## src/rtl/sram_arbiter.sv

```systemverilog
// Round-robin arbiter sharing one sram_driver between a command port (A) and a scan port (B).
// Each access: latch request, pulse start, wait for ready to fall then rise, ack the winner.
module sram_arbiter #(
   parameter int ADDR_W  = 13,
   parameter int DATA_W  = 8,
   parameter int TIMEOUT = 255
) (
   input  logic              clk,
   input  logic              reset,
   input  logic              a_req,
   input  logic              a_re,
   input  logic [ADDR_W-1:0] a_addr,
   input  logic [DATA_W-1:0] a_wdata,
   output logic              a_ack,
   output logic [DATA_W-1:0] a_rdata,
   input  logic              b_req,
   input  logic              b_re,
   input  logic [ADDR_W-1:0] b_addr,
   input  logic [DATA_W-1:0] b_wdata,
   output logic              b_ack,
   output logic [DATA_W-1:0] b_rdata,
   input  logic              drv_ready,
   output logic              drv_start,
   output logic              drv_re,
   output logic [ADDR_W-1:0] drv_address,
   output logic [DATA_W-1:0] drv_data_write,
   input  logic [DATA_W-1:0] drv_data_read,
   output logic              busy,
   output logic              timeout_err
);

   typedef enum logic [2:0] {IDLE, ISSUE, WAIT_BUSY, WAIT_DONE, RESP, ABORT} state_t;

   localparam logic       PORT_A      = 1'b0;
   localparam logic       PORT_B      = 1'b1;
   localparam logic [7:0] TIMEOUT_CNT = 8'(TIMEOUT);

   state_t              state_reg, state_next;
   logic                grant_reg, grant_next;
   logic                last_reg, last_next;
   logic [7:0]          cnt_reg, cnt_next;
   logic                re_reg, re_next;
   logic [ADDR_W-1:0]   addr_reg, addr_next;
   logic [DATA_W-1:0]   wdata_reg, wdata_next;
   logic [DATA_W-1:0]   a_rdata_reg, a_rdata_next;
   logic [DATA_W-1:0]   b_rdata_reg, b_rdata_next;
   logic                err_reg, err_next;

   always_ff @(posedge clk or posedge reset) begin
      if (reset) begin
         state_reg   <= IDLE;
         grant_reg   <= PORT_A;
         last_reg    <= PORT_B;
         cnt_reg     <= '0;
         re_reg      <= 1'b0;
         addr_reg    <= '0;
         wdata_reg   <= '0;
         a_rdata_reg <= '0;
         b_rdata_reg <= '0;
         err_reg     <= 1'b0;
      end else begin
         state_reg   <= state_next;
         grant_reg   <= grant_next;
         last_reg    <= last_next;
         cnt_reg     <= cnt_next;
         re_reg      <= re_next;
         addr_reg    <= addr_next;
         wdata_reg   <= wdata_next;
         a_rdata_reg <= a_rdata_next;
         b_rdata_reg <= b_rdata_next;
         err_reg     <= err_next;
      end
   end

   always_comb begin
      state_next   = state_reg;
      grant_next   = grant_reg;
      last_next    = last_reg;
      cnt_next     = cnt_reg;
      re_next      = re_reg;
      addr_next    = addr_reg;
      wdata_next   = wdata_reg;
      a_rdata_next = a_rdata_reg;
      b_rdata_next = b_rdata_reg;
      err_next     = err_reg;
      drv_start    = 1'b0;
      a_ack        = 1'b0;
      b_ack        = 1'b0;

      case (state_reg)
         IDLE: begin
            if (drv_ready && (a_req || b_req)) begin
               // On a tie the port that did not go last wins; otherwise the lone requester.
               grant_next = (a_req && b_req) ? ~last_reg : b_req;
               if (grant_next == PORT_B) begin
                  re_next    = b_re;
                  addr_next  = b_addr;
                  wdata_next = b_wdata;
               end else begin
                  re_next    = a_re;
                  addr_next  = a_addr;
                  wdata_next = a_wdata;
               end
               state_next = ISSUE;
            end
         end
         ISSUE: begin
            drv_start  = 1'b1;
            cnt_next   = '0;
            state_next = WAIT_BUSY;
         end
         WAIT_BUSY: begin
            if (!drv_ready) begin
               cnt_next   = '0;
               state_next = WAIT_DONE;
            end else if (cnt_reg == TIMEOUT_CNT) begin
               state_next = ABORT;
            end else begin
               cnt_next = cnt_reg + 8'd1;
            end
         end
         WAIT_DONE: begin
            if (drv_ready) begin
               if (re_reg) begin
                  if (grant_reg == PORT_B) b_rdata_next = drv_data_read;
                  else                     a_rdata_next = drv_data_read;
               end
               state_next = RESP;
            end else if (cnt_reg == TIMEOUT_CNT) begin
               state_next = ABORT;
            end else begin
               cnt_next = cnt_reg + 8'd1;
            end
         end
         RESP: begin
            a_ack      = (grant_reg == PORT_A);
            b_ack      = (grant_reg == PORT_B);
            last_next  = grant_reg;
            state_next = IDLE;
         end
         ABORT: begin
            a_ack      = (grant_reg == PORT_A);
            b_ack      = (grant_reg == PORT_B);
            err_next   = 1'b1;
            last_next  = grant_reg;
            state_next = IDLE;
         end
         default: state_next = IDLE;
      endcase
   end

   assign busy           = (state_reg != IDLE);
   assign drv_re         = re_reg;
   assign drv_address    = addr_reg;
   assign drv_data_write = wdata_reg;
   assign a_rdata        = a_rdata_reg;
   assign b_rdata        = b_rdata_reg;
   assign timeout_err    = err_reg;

endmodule

```

## config.mk

```make
export PLATFORM = sky130hd
export DESIGN_NAME = sram_arbiter
export DESIGN_NICKNAME = d
export VERILOG_FILES = /design/src/rtl/sram_arbiter.sv
export SDC_FILE = /design/constraint.sdc
export NUM_CORES = 1
export LEC_CHECK = 0
export CORE_MARGIN = 1.5
export CORE_UTILIZATION = 62
export DETAILED_ROUTE_END_ITERATION = 10
export DONT_BUFFER_PORTS = 1
export GPL_ROUTABILITY_DRIVEN = 0
export PLACE_DENSITY = 0.78
export SETUP_SLACK_MARGIN = 0.05
export SYNTH_ARGS = -nofsm -noshare
export SYNTH_HDL_FRONTEND = slang
export SYNTH_SLANG_ARGS = --single-unit
export TNS_END_PERCENT = 100
```

## constraint.sdc

```tcl
create_clock -name clk -period 2.33 [get_ports clk]
set_input_delay 0.233 -clock clk [delete_from_list [all_inputs] [get_ports clk]]
set_output_delay 0.233 -clock clk [all_outputs]
set_load 0.02 [all_outputs]
```

==> results of run 1 <==
## final cells by class
class,count,area [µm²]
Clock inverter,2,35.0
Inverter,2,7.51
Clock buffer,6,72.6
Timing Repair Buffer,3,22.5
Sequential cell,52,1300
Tap cell,48,60.1
Multi-Input combinational cell,150,1010
Fill cell,272,1150
## worst paths after layout
check | startpoint | endpoint | slack (ns) | cells after the start
max in group asynchronous | reset | drv_address[0] | 1.65 | 1
worst max register to register | state_reg[0] | cnt_reg[5] | 0.45 | 4
worst min register to register | cnt_reg[3] | cnt_reg[3] | 0.57 | 1
worst min-delay path | drv_ready | state_reg[0] | 0.03 | 1
min in group asynchronous | reset | b_rdata[7] | 0.06 | 1
worst max-delay path | state_reg[0] | cnt_reg[5] | 0.45 | 4
## layer usage
metal,wire length (µm),up-vias,share of wire
li1,-,762,-
met1,1770,789,0.38
met2,2420,66,0.53
met3,371,5,0.081
met4,42,0,0.0091
met5,0,-,0
## stage by stage
| stage | power, mW | area [µm²] |
|---|---|---|
| floorplan | 2.75 | 2370 |
| global placement | 2.87 | 2410 |
| detailed placement | 2.96 | 2410 |
| CTS | 3.55 | 2510 |
| global route | 3.74 | 2510 |
| finish | 3.52 | 2510 |
## critical path: stages (launching register included)
cell	delay (ns)
sky130_fd_sc_hd__dfrtp_1	0.49
sky130_fd_sc_hd__and3_1	0.20
sky130_fd_sc_hd__or3_1	0.44
sky130_fd_sc_hd__or4_1	0.54
sky130_fd_sc_hd__a21oi_1	0.16
## cells by family after synthesis
logic type | Yosys count | synth area share
flops | 52 | 0.548
simple gates | 58 | 0.118
compound gates | 50 | 0.119
fa+ha+maj | 1 | 0.00527
buf+inv | 12 | 0.0274
mux | 40 | 0.178
xor+xnor | 1 | 0.00369
## power by group
group / internal (mW) / leakage [nW] / switching [mW] / total, mW
registers: 1.31 / 0.622 / 0.752 / 2.06
clock network: 0.319 / 0.0552 / 0.274 / 0.593
logic: 0.406 / 0.415 / 0.465 / 0.870
total: 2.03 / 1.09 / 1.49 / 3.52
## cells in the final DEF, fill, tap and decap left out, drive strengths merged, types with 2 or more instances in the layout
cell	instances
dfrtp	51
a21oi	33
nor2	30
mux2i	22
mux2	18
nand2	6
clkbuf	6
o21ai	5
nand3	5
or3	3
and3	3
a31oi	3
buf	3
nand2b	2
and2	2
o31ai	2
o41ai	2
or4	2
inv	2
==> results summary, run 1 <==
The initial antenna violation count came out at 0. The number of buffers on the longest clock path is 2. The routed design has around 4600 µm of wire. The first-pass GRT wire length came out at 7360 µm. For the final routed database, the setup TNS stands at 0 ns. The global routing met1 resource utilization is 0.258. The number of top-level pins is 100. For the worst-skew pair, the clock arrives at the later sink with an insertion delay of 0.30 ns. The share of synthesized area in the top cell type comes to 0.537.

The count of nets left with antenna violations once routing finished came out at 0. The number of inserted diodes came out at 0. The worst endpoint data arrival time is 2.11 ns.

In the synthesized netlist, the cells that appear most often are 51 x sky130_fd_sc_hd__dfrtp_1, 33 x sky130_fd_sc_hd__a21oi_1, 30 x sky130_fd_sc_hd__nor2_1. The area of the die came out at 4210 µm². The clock arrives with 0.00475 ns of skew.

The max-slew violation count is 0. The share of synthesized flip-flops with an asynchronous set or reset came out at 1.00. Setup repair after global routing left no endpoint under its margin.

The count of cell types in the netlist came out at 34. The violation count after the first detailed-route iteration is 124. The floorplan has 22 rows. The required time at the worst-slack endpoint came out at roughly 2.6 ns. The die extent in y is 64.9 µm. After detailed routing, the number of remaining DRC violations is 0.

The post-synthesis register bit count is between 50 and 60. The least setup slack across all paths after layout came out at 0.446 ns. The ratio of total power to cell area is 1400 nW/µm². The number of search-and-repair iterations in the first detailed-routing pass came out at 4.

The half-perimeter wire length after placement is 3430 µm. The slew of the pin with the lowest slew margin came out at 1.02 ns. Of the cells placed in the final design, the portion with a size suffix greater than 1 is 0.153. The pre-CTS worst setup slack is 0.466 ns. The worst hold slack after final layout came out at 0.0265 ns. For this design the static power due to leakage is approximately 1.1 nW. The initial utilization of the core area, before any placement, comes to 0.649. The flip-flop count of the largest register after layout is 13. The type of the setup path with the least slack is flop to flop. The count of non-filler cells in the finished layout is 263. The most common flop cell mapped by yosys is sky130_fd_sc_hd__dfrtp_1. TritonCTS built the clock tree. The floorplan die width is 64.9 µm. The number of maximum-capacitance constraint violations is 0.

The clock-pin slew on the worst setup and hold paths came out at 0.09 ns. The number of cells upsized or downsized after cts came out at 0. The synthesized design spends more area on one cell type than any other, namely sky130_fd_sc_hd__dfrtp_1. The root buffer cell chosen for the clock tree is sky130_fd_sc_hd__clkbuf_8. The met2 layer usage reported by global route is 0.415. The count of buffers added by post-CTS timing repair for setup came out at 0.

The run finished with clean final reports. The number of global-route vias before repair is about 1,700. The share of the core filled with cells is 0.687. The post-cts hold buffer count came out at 0. The most frequent cell after synthesis is sky130_fd_sc_hd__dfrtp_1.

met2 is the most crowded layer. The final cycle utilization of the critical path is 0.809. Timing would allow up to 531 MHz.

The average instance area after synthesis is between 10 and 15 µm². Entering global routing, the biggest net connects 53 pins. In the global route stage, overall resource usage came out at 0.231.

The final-report setup violation count came out at 0. After detailed routing, the average wire length per cell comes to between 15 and 20 µm. For this design, the sink count on the clock tree is 52. The maximum vdd drop came out at 0.842 mV. In this run, synthesis inferred 0 flip-flops with an integrated enable. Subtracting the final worst setup slack from the clock period gives 1.88 ns.

The synthesis-to-layout area growth came out at 5.85%. The worst setup path is captured at a flop. After detailed routing, the number of vias per cell comes to 6.17. The core box area came out at 3660 µm². The maximum fanout along the worst path is 10. The number of CTS-inserted buffers came out at 5.

Headroom to the max-slew limit came out at 0.318. Sorting the synthesized cells by area gives the leading types as sky130_fd_sc_hd__dfrtp_1 54%, sky130_fd_sc_hd__mux2i_1 9.3%, sky130_fd_sc_hd__mux2_2 8.5%, sky130_fd_sc_hd__a21oi_1 7.0%, sky130_fd_sc_hd__nor2_1 4.7%. The number of input and output port buffers inserted is 0. In the final design database the tool counted about 270 nets. The cell count after synthesis came out at 214. The share of the yosys chip area belonging to registers came out at 0.548. The H-tree depth came out at 2. In the global route stage, met3 resource usage came out at 0.0747. STA classifies the critical path startpoint as a flop. The final count of hold timing violations is 0.

The number of placed cells counting well taps came out at 255. The number of nets in the synthesized netlist came out at 272. The worst hold-check path type is primary input to flop. The total of warnings raised by yosys came out at 0. The overflow left after global routing is 0. The routed layout has 1,622 vias. The synthesized netlist occupies a cell area of 2370 µm².
Power figures use the tool's default switching activity.
==> run 2: changes to the inputs <==
ABC_AREA = 1   (was default)
CORE_UTILIZATION = 56   (was 62)
PLACE_DENSITY = 0.74   (was 0.78)
clock period = 1.7 ns   (was 2.33 ns; I/O delays follow)
==> results summary, run 2 <==
Status: complete, no violations (unchanged). In the finished design, the share of the clock period the worst path needs comes to 0.949. The violation count after the first detailed-route iteration came to 123 (was 124). Commonest cells post-synth: 71 x sky130_fd_sc_hd__nand2_1, 51 x sky130_fd_sc_hd__dfrtp_1, 44 x sky130_fd_sc_hd__a21oi_1 (was 51 x sky130_fd_sc_hd__dfrtp_1, 33 x sky130_fd_sc_hd__a21oi_1, 30 x sky130_fd_sc_hd__nor2_1). The global routing met1 resource utilization is 0.306 (was 0.258).

The ratio of total power to cell area is 1800 nW/µm² (was 1400 nW/µm²). The final critical-path required period is roughly 1.6 ns. The multiplexer fraction of the synthesized cell area was 0 (was 0.178). The number of search-and-repair iterations in the first detailed-routing pass is 4 (unchanged). The average instance area after synthesis came out at 8.19 µm² (was 11.1 µm²). The site row count is 24 (was 22). The global-route usage over all layers came out at 0.236 (was 0.231). The number of global-route vias before repair was 2,013 (was 1,723). The number of fill cells in the layout is 350 (was 272).

The most frequent cell after synthesis is sky130_fd_sc_hd__nand2_1 (was sky130_fd_sc_hd__dfrtp_1). The mean number of vias per cell is 5.49 (was 6.17). The flip-flop count of the largest register after layout is 13 (unchanged). The met2 layer usage reported by global route was 0.382 (was 0.415). The share of the core filled with cells came out at 0.665 (was 0.687). The required time at the worst-slack endpoint came out at 1.53 ns (was 2.55 ns).

The worst endpoint data arrival time came out at 1.44 ns (was 2.11 ns). The max-slew violation count came out at 0 (unchanged). The worst hold-check path type is primary input to flop (unchanged). The leading cell type in the layout, fill and taps excluded is sky130_fd_sc_hd__nand2_1 (was sky130_fd_sc_hd__dfrtp_1). The slew of the pin with the lowest slew margin is 0.613 ns (was 1.02 ns). The number of clock sinks seen by CTS is 52 (unchanged). The number of inserted diodes is 0 (unchanged).

The startpoint class of the critical path is a flop (unchanged). The overflow left after global routing was 0 (unchanged). The area share of the leading cell type in the synthesized netlist is 0.501 (was 0.537). The post-route clock skew is 0.00922 ns (was 0.00475 ns). The clock tree root driver cell is sky130_fd_sc_hd__clkbuf_8 (unchanged). The xor/xnor cell area share of the yosys netlist is 0 (was 0.00369). The fraction of final layout cells with drive strength greater than 1 is 0.162 (was 0.153). The final-stage net count came to 390 (was 272). The main combinational cell family by area after synthesis is simple AND/OR/NAND/NOR gates (was multiplexers).

The final-report setup violation count is 0 (unchanged). The simple-gate area share of the yosys netlist is 0.224 (was 0.118). The number of nets in the synthesized netlist came out at 369 (was 272). The number of nets still failing antenna checks after routing came out at 0 (unchanged). The TritonCTS clock tree is built (unchanged). The first-pass GRT wire length is 9240 µm (was 7360 µm). The maximum fanout along the worst path is 12 (was 10). The count of cell types in the netlist was 25 (was 34). Commonest cells after routing, fill and taps aside: 70 x sky130_fd_sc_hd__nand2_1, 50 x sky130_fd_sc_hd__dfrtp_1, 44 x sky130_fd_sc_hd__a21oi_1 (was 51 x sky130_fd_sc_hd__dfrtp_1, 33 x sky130_fd_sc_hd__a21oi_1, 29 x sky130_fd_sc_hd__nor2_1). The total via count after detailed routing came out at 2,115 (was 1,622). The half-perimeter wire length after placement is 3910 µm (was 3430 µm). The timing-limited maximum frequency came out at approximately 620 MHz. The routing usage on met3 came out at 0.0794 (was 0.0747). The share of the yosys chip area belonging to registers is 0.512 (was 0.548). The nature of the critical path endpoint is a primary output (was flop). The cell count after synthesis is 311 (was 214). The total of warnings raised by yosys is 0 (unchanged). The sum of negative setup slack is 0 ns (unchanged). The clock-pin slew on the worst setup and hold paths came out at 0.09 ns (about the same). The number of buffers on the longest clock path came out at 2 (unchanged). The worst slew margin relative to its limit came to 0.591 (was 0.318). The floorplan die width came out at 70.4 µm (was 64.9 µm). The hold-critical path depth is 2 (was 1).

The die extent in y came out at 70.4 µm (was 64.9 µm). The initial core utilization came to 0.585 (was 0.649). The maximum number of pins on one net before global-route repair came to 33 (was 53). The most common flop cell mapped by yosys is sky130_fd_sc_hd__dfrtp_1 (unchanged). Unrepaired setup endpoints after global routing: true (was false). The number of input and output port buffers inserted is 0 (unchanged).

The initial antenna violation count came out at 0 (unchanged). The compound-cell area share of the yosys netlist came to 0.182 (was 0.119). The H-tree depth was 2 (unchanged). The per-cell routed wire length is 14.7 µm (was 17.5 µm). The core box area came out at 4350 µm² (was 3660 µm²). The cell count of the worst reg-to-reg path is 5 (was 4). The number of maximum-capacitance constraint violations came out at 0 (unchanged). The static power due to leakage came out at 1.43 nW (was 1.09 nW). Area contributors post-synth: sky130_fd_sc_hd__dfrtp_1 50%, sky130_fd_sc_hd__nand2_1 10%, sky130_fd_sc_hd__a21oi_1 8.6%, sky130_fd_sc_hd__o21ai_2 5.5%, sky130_fd_sc_hd__nor2_1 5.3% (was sky130_fd_sc_hd__dfrtp_1 54%, sky130_fd_sc_hd__mux2i_1 9.3%, sky130_fd_sc_hd__mux2_2 8.5%, sky130_fd_sc_hd__a21oi_1 7.0%, sky130_fd_sc_hd__nor2_1 4.7%).

The final routed DRC violation total came to 0 (unchanged). The final count of hold timing violations is 0 (unchanged). The total wire length is 5680 µm (was 4600 µm). The layer with the highest usage is met2 (unchanged). The adder-cell share of the synthesized area is 0.00491 (was 0.00527). The post-synthesis instance area came out at 2550 µm² (was 2370 µm²). The number of synthesized flops with an enable pin came out at 0 (unchanged). The number of top-level pins came to 100 (unchanged). The maximum vdd drop is 0.973 mV (was 0.842 mV).

The area of the die was 4960 µm² (was 4210 µm²). The synthesis-to-layout area growth came out at 13.7% (was 5.85%). The type of the setup path with the least slack was flop to primary output (was flop to flop). The clock latency of the later-clocked register in the worst-skew pair came out at 0.31 ns (was 0.30 ns). The number of CTS-inserted buffers is 5 (unchanged). The post-synthesis register bit count is 52 (unchanged). The share of synthesized flip-flops with an asynchronous set or reset came out at 1.00 (unchanged).

The largest area contributor in the synthesized netlist was sky130_fd_sc_hd__dfrtp_1 (unchanged).
[run 2: path summary, 6_finish.rpt]
path                              start           endpoint  slack, ns
setup / recovery           state_reg[2]               busy       0.09
hold / removal               a_wdata[7]  drv_data_write[7]      0.005
setup reg to reg           state_reg[2]         cnt_reg[0]       0.21
hold reg to reg                last_reg           last_reg       0.54
max in group asynchronous         reset           last_reg       1.01
min in group asynchronous         reset        timeout_err       0.39
[run 2: logic make-up after synthesis]
logic type,Yosys count
simple gates,133
fa+ha+maj,1
flops,52
compound gates,79
buf+inv,46
[run 2: cell type report]
type | count | area (µm²) | area share
tap | 52 | 65.1 | 0.0225
clock inverter | 2 | 35.0 | 0.0121
sequential | 52 | 1300 | 0.450
multi-input combinational | 213 | 1060 | 0.366
clock buffer | 6 | 72.6 | 0.0251
timing repair buffer | 27 | 236 | 0.0817
inverter | 33 | 124 | 0.0428
[run 2: report_power, final]
part	internal, mW	switching, mW
registers	1.77	0.987
clock network	0.437	0.397
logic	0.666	0.967
total	2.87	2.35
[run 2: layer usage]
metal | part of all wire | vias up
met4 | 0.012 | 0
met1 | 0.42 | 974
met5 | 0 | -
met2 | 0.48 | 94
li1 | - | 1041
met3 | 0.086 | 6
[run 2: through the flow]
stage               power (mW)  hold WS (ns)  instance area [µm²]  instances  setup slack, ns
CTS                       5.10       0.00156                 2840        379           0.0438
detailed placement        4.22         0.135                 2610        359            0.158
floorplan                 3.85         0.298                 2550        311            0.274
global route              5.58        0.0114                 2900        385           0.0120
finish                    5.22       0.00498                 2900        385           0.0866
global placement          4.15         0.135                 2610        359            0.194
[run 2: repair_timing]
item | CTS | global route
endpoints found under the setup margin | 2 | 22
hold endpoints to repair | 62 | 0
buffers inserted | 0 | 6
resized for setup | 2 | 4
cloned | 0 | 0
hold buffers | 12 | 0
[run 2: worst max-delay path, stage by stage (launching register included)]
cell and delay, ns:
sky130_fd_sc_hd__dfrtp_1 0.45, sky130_fd_sc_hd__nor3_4 0.27, sky130_fd_sc_hd__buf_6 0.19, sky130_fd_sc_hd__inv_1 0.07, sky130_fd_sc_hd__buf_4 0.15
==> run 3: changes to the inputs <==
CORE_UTILIZATION = 65   (was 56)
PLACE_DENSITY = 0.81   (was 0.74)
clock period = 2.1 ns   (was 1.7 ns; I/O delays follow)
==> results summary, run 3 (synthesized netlist as in run 2, its figures left out) <==
The instance area after placement came out at 2570 µm² (was 2610 µm²). The number of cells upsized or downsized after cts is 0 (was 2). The worst slew margin relative to its limit is 0.592 (was 0.591). The floorplan die width came out at 65.6 µm (was 70.4 µm).

The ratio of total power to cell area is 1500 nW/µm² (was 1800 nW/µm²). The count of buffers added by post-CTS timing repair for setup came out at 0 (unchanged). The final cycle utilization of the critical path is 0.807. Unrepaired setup endpoints after global routing: false (was true). The clock tree root driver cell was sky130_fd_sc_hd__clkbuf_8 (unchanged).

The pre-CTS worst setup slack is 0.436 ns (was 0.158 ns). The number of global-route vias before repair is 1,936 (was 2,013). The number of input and output port buffers inserted came out at 0 (unchanged).

The cell count of the worst reg-to-reg path is 5 (unchanged). The maximum fanout along the worst path came out at 4 (was 12). The synthesis-to-layout area growth was 5.45% (was 13.7%). The first-pass GRT wire length is 8440 µm (was 9240 µm). The sequential cell area came to 1300 µm² (about the same). The nature of the critical path endpoint is a primary output (unchanged). The TritonCTS clock tree is built (unchanged). The max-slew violation count came out at 0 (unchanged).

Status: complete, no violations (unchanged). The maximum vdd drop came out at 0.839 mV (was 0.973 mV). The initial core utilization is 0.685 (was 0.585).

The type of the setup path with the least slack is flop to primary output (unchanged). The worst setup path startpoint is state_reg[2] (unchanged). The worst-path cell with the longest stage delay was sky130_fd_sc_hd__dfrtp_1 (unchanged).

The violation count after the first detailed-route iteration is 142 (was 123). The final routed DRC violation total is 0 (unchanged). The post-route clock skew is 0.0117 ns (was 0.00922 ns). The final count of hold timing violations came to 0 (unchanged).

The end of the worst register-to-register path is drv_re (was cnt_reg[0]). The highest metal layer with signal wires is met4 (unchanged). The number of fill cells in the layout came out at 304 (was 350). The flip-flop count of the largest register after layout came out at 13 (unchanged). The number of CTS-inserted buffers came out at 5 (unchanged). The number of maximum-capacitance constraint violations is 0 (unchanged). The final-stage net count is 367 (was 390). The length of routed met2 wiring is 2530 µm (was 2710 µm). The count of non-filler cells in the finished layout is 358 (was 385). The total area of multi-input combinational cells is 1050 µm² (was 1060 µm²). The number of clock sinks seen by CTS came out at 52 (unchanged). The site row count came out at 22 (was 24). The slew of the pin with the lowest slew margin is 0.611 ns (was 0.613 ns). Derived from the worst setup path, the maximum achievable clock frequency is slightly below 600 MHz. The half-perimeter wire length after placement is 3780 µm (was 3910 µm). List of cells traversed by the critical path: inv_1 > nor2_1 > inv_1 > nor2_1 (was nor3_4 > buf_6 > inv_1 > buf_4).

The startpoint of the lowest-slack hold path is b_wdata[1] (was a_wdata[7]). The final-report setup violation count came out at 0 (unchanged). Commonest cells after routing, fill and taps aside: 71 x sky130_fd_sc_hd__nand2_1, 51 x sky130_fd_sc_hd__dfrtp_1, 44 x sky130_fd_sc_hd__a21oi_1 (was 70 x sky130_fd_sc_hd__nand2_1, 50 x sky130_fd_sc_hd__dfrtp_1, 44 x sky130_fd_sc_hd__a21oi_1). The total via count after detailed routing is 2,051 (was 2,115). The sum of met3 wire segment lengths after detailed routing came out at 352 µm (was 491 µm). The number of nets still failing antenna checks after routing came out at 0 (unchanged). The core box area is 3720 µm² (was 4350 µm²). The worst endpoint data arrival time came out at 1.48 ns (was 1.44 ns).

The total wire length was 5190 µm (was 5680 µm). The startpoint class of the critical path is a flop (unchanged). The delay contributed by the slowest stage of the critical path came out at 0.46 ns (was 0.45 ns). The worst hold-check path type is primary input to flop (unchanged).

The number of placed cells counting well taps came to 349 (was 359). The number of top-level pins came out at 100 (unchanged). The leading cell type in the layout, fill and taps excluded is sky130_fd_sc_hd__nand2_1 (unchanged). The sum of negative setup slack is 0 ns (unchanged).

The clock-pin slew on the worst setup and hold paths came to 0.10 ns (was 0.09 ns). The wire length on met1 came out at 2220 µm (was 2410 µm). The least setup slack across all paths after layout was 0.406 ns (was 0.0866 ns). The clock latency of the later-clocked register in the worst-skew pair came out at 0.31 ns (about the same). The number of search-and-repair iterations in the first detailed-routing pass came out at 4 (unchanged). The per-cell routed wire length is 14.5 µm (was 14.7 µm). The global-route usage over all layers is 0.257 (was 0.236).

The area of the die came to 4300 µm² (was 4960 µm²). The final design area excluding fillers is 2690 µm² (was 2900 µm²). The static power due to leakage is 1.33 nW (was 1.43 nW). The overflow left after global routing came out at 0 (unchanged). The fraction of final layout cells with drive strength greater than 1 is 0.123 (was 0.162). The worst reg-to-reg setup slack was 0.48 ns (was 0.21 ns). The H-tree depth is 2 (unchanged). The initial antenna violation count came out at 0 (unchanged).

The mean number of vias per cell is 5.73 (was 5.49). The hold-critical path depth came out at 2 (unchanged). The post-cts hold buffer count is 1 (was 12). The die extent in y is 65.6 µm (was 70.4 µm). The required time at the worst-slack endpoint was 1.89 ns (was 1.53 ns). The number of buffers on the longest clock path came out at 2 (unchanged). The startpoint of the worst-slack reg-to-reg timing path is last_reg (was state_reg[2]). The maximum number of pins on one net before global-route repair is 33 (unchanged). The worst min-delay path endpoint is drv_data_write[1] (was drv_data_write[7]). The number of inserted diodes is 0 (unchanged). The final critical-path required period is 1.69 ns.
run 3: changes by cell type in the layout (fill, tap and decap cells not counted), sizes merged:
cell         delta
buf            -12
dlygate4sd3    -11
run 3: layer usage:
metal  vias to the layer above  global-route usage
met5                         -                   0
met1                       957               0.331
met4                         0               0.122
met2                        82               0.416
met3                        14              0.0531
li1                        998                   -
run 3: stage by stage:
step	hold slack (ns)	total power, mW	util
2_1_floorplan	0.338	3.12	-
3_3_place_gp	0.186	3.33	0.691
4_1_cts	0.0234	4.06	0.723
6_report	0.0280	4.04	0.723
5_1_grt	0.0235	4.31	0.723
3_5_place_dp	0.190	3.38	0.691
run 3: worst max-delay path: cells and delay by family (launching register included):
family	cells	cell delay, ns
AND/OR/NAND/NOR	2	0.53
flip-flops	1	0.46
buffers and inverters	2	0.20
run 3: worst max-delay path by stage:
stage                 endpoint
2_1_floorplan       a_rdata[0]
3_3_place_gp    drv_address[8]
3_5_place_dp   drv_address[11]
4_1_cts                  a_ack
5_1_grt                  a_ack
6_report                 a_ack
run 3: report_power, final:
part | internal (mW) | switching (mW)
Sequential | 1.43 | 0.799
Clock | 0.354 | 0.320
Combinational | 0.409 | 0.724
run 3: cell type report:
type,instances,area share
clock buffers,6,0.0270
clock inverters,2,0.0130
inverters,33,0.0461
multi-input cells,213,0.390
flip-flops and latches,52,0.485
well taps,48,0.0224
repair buffers,4,0.0168
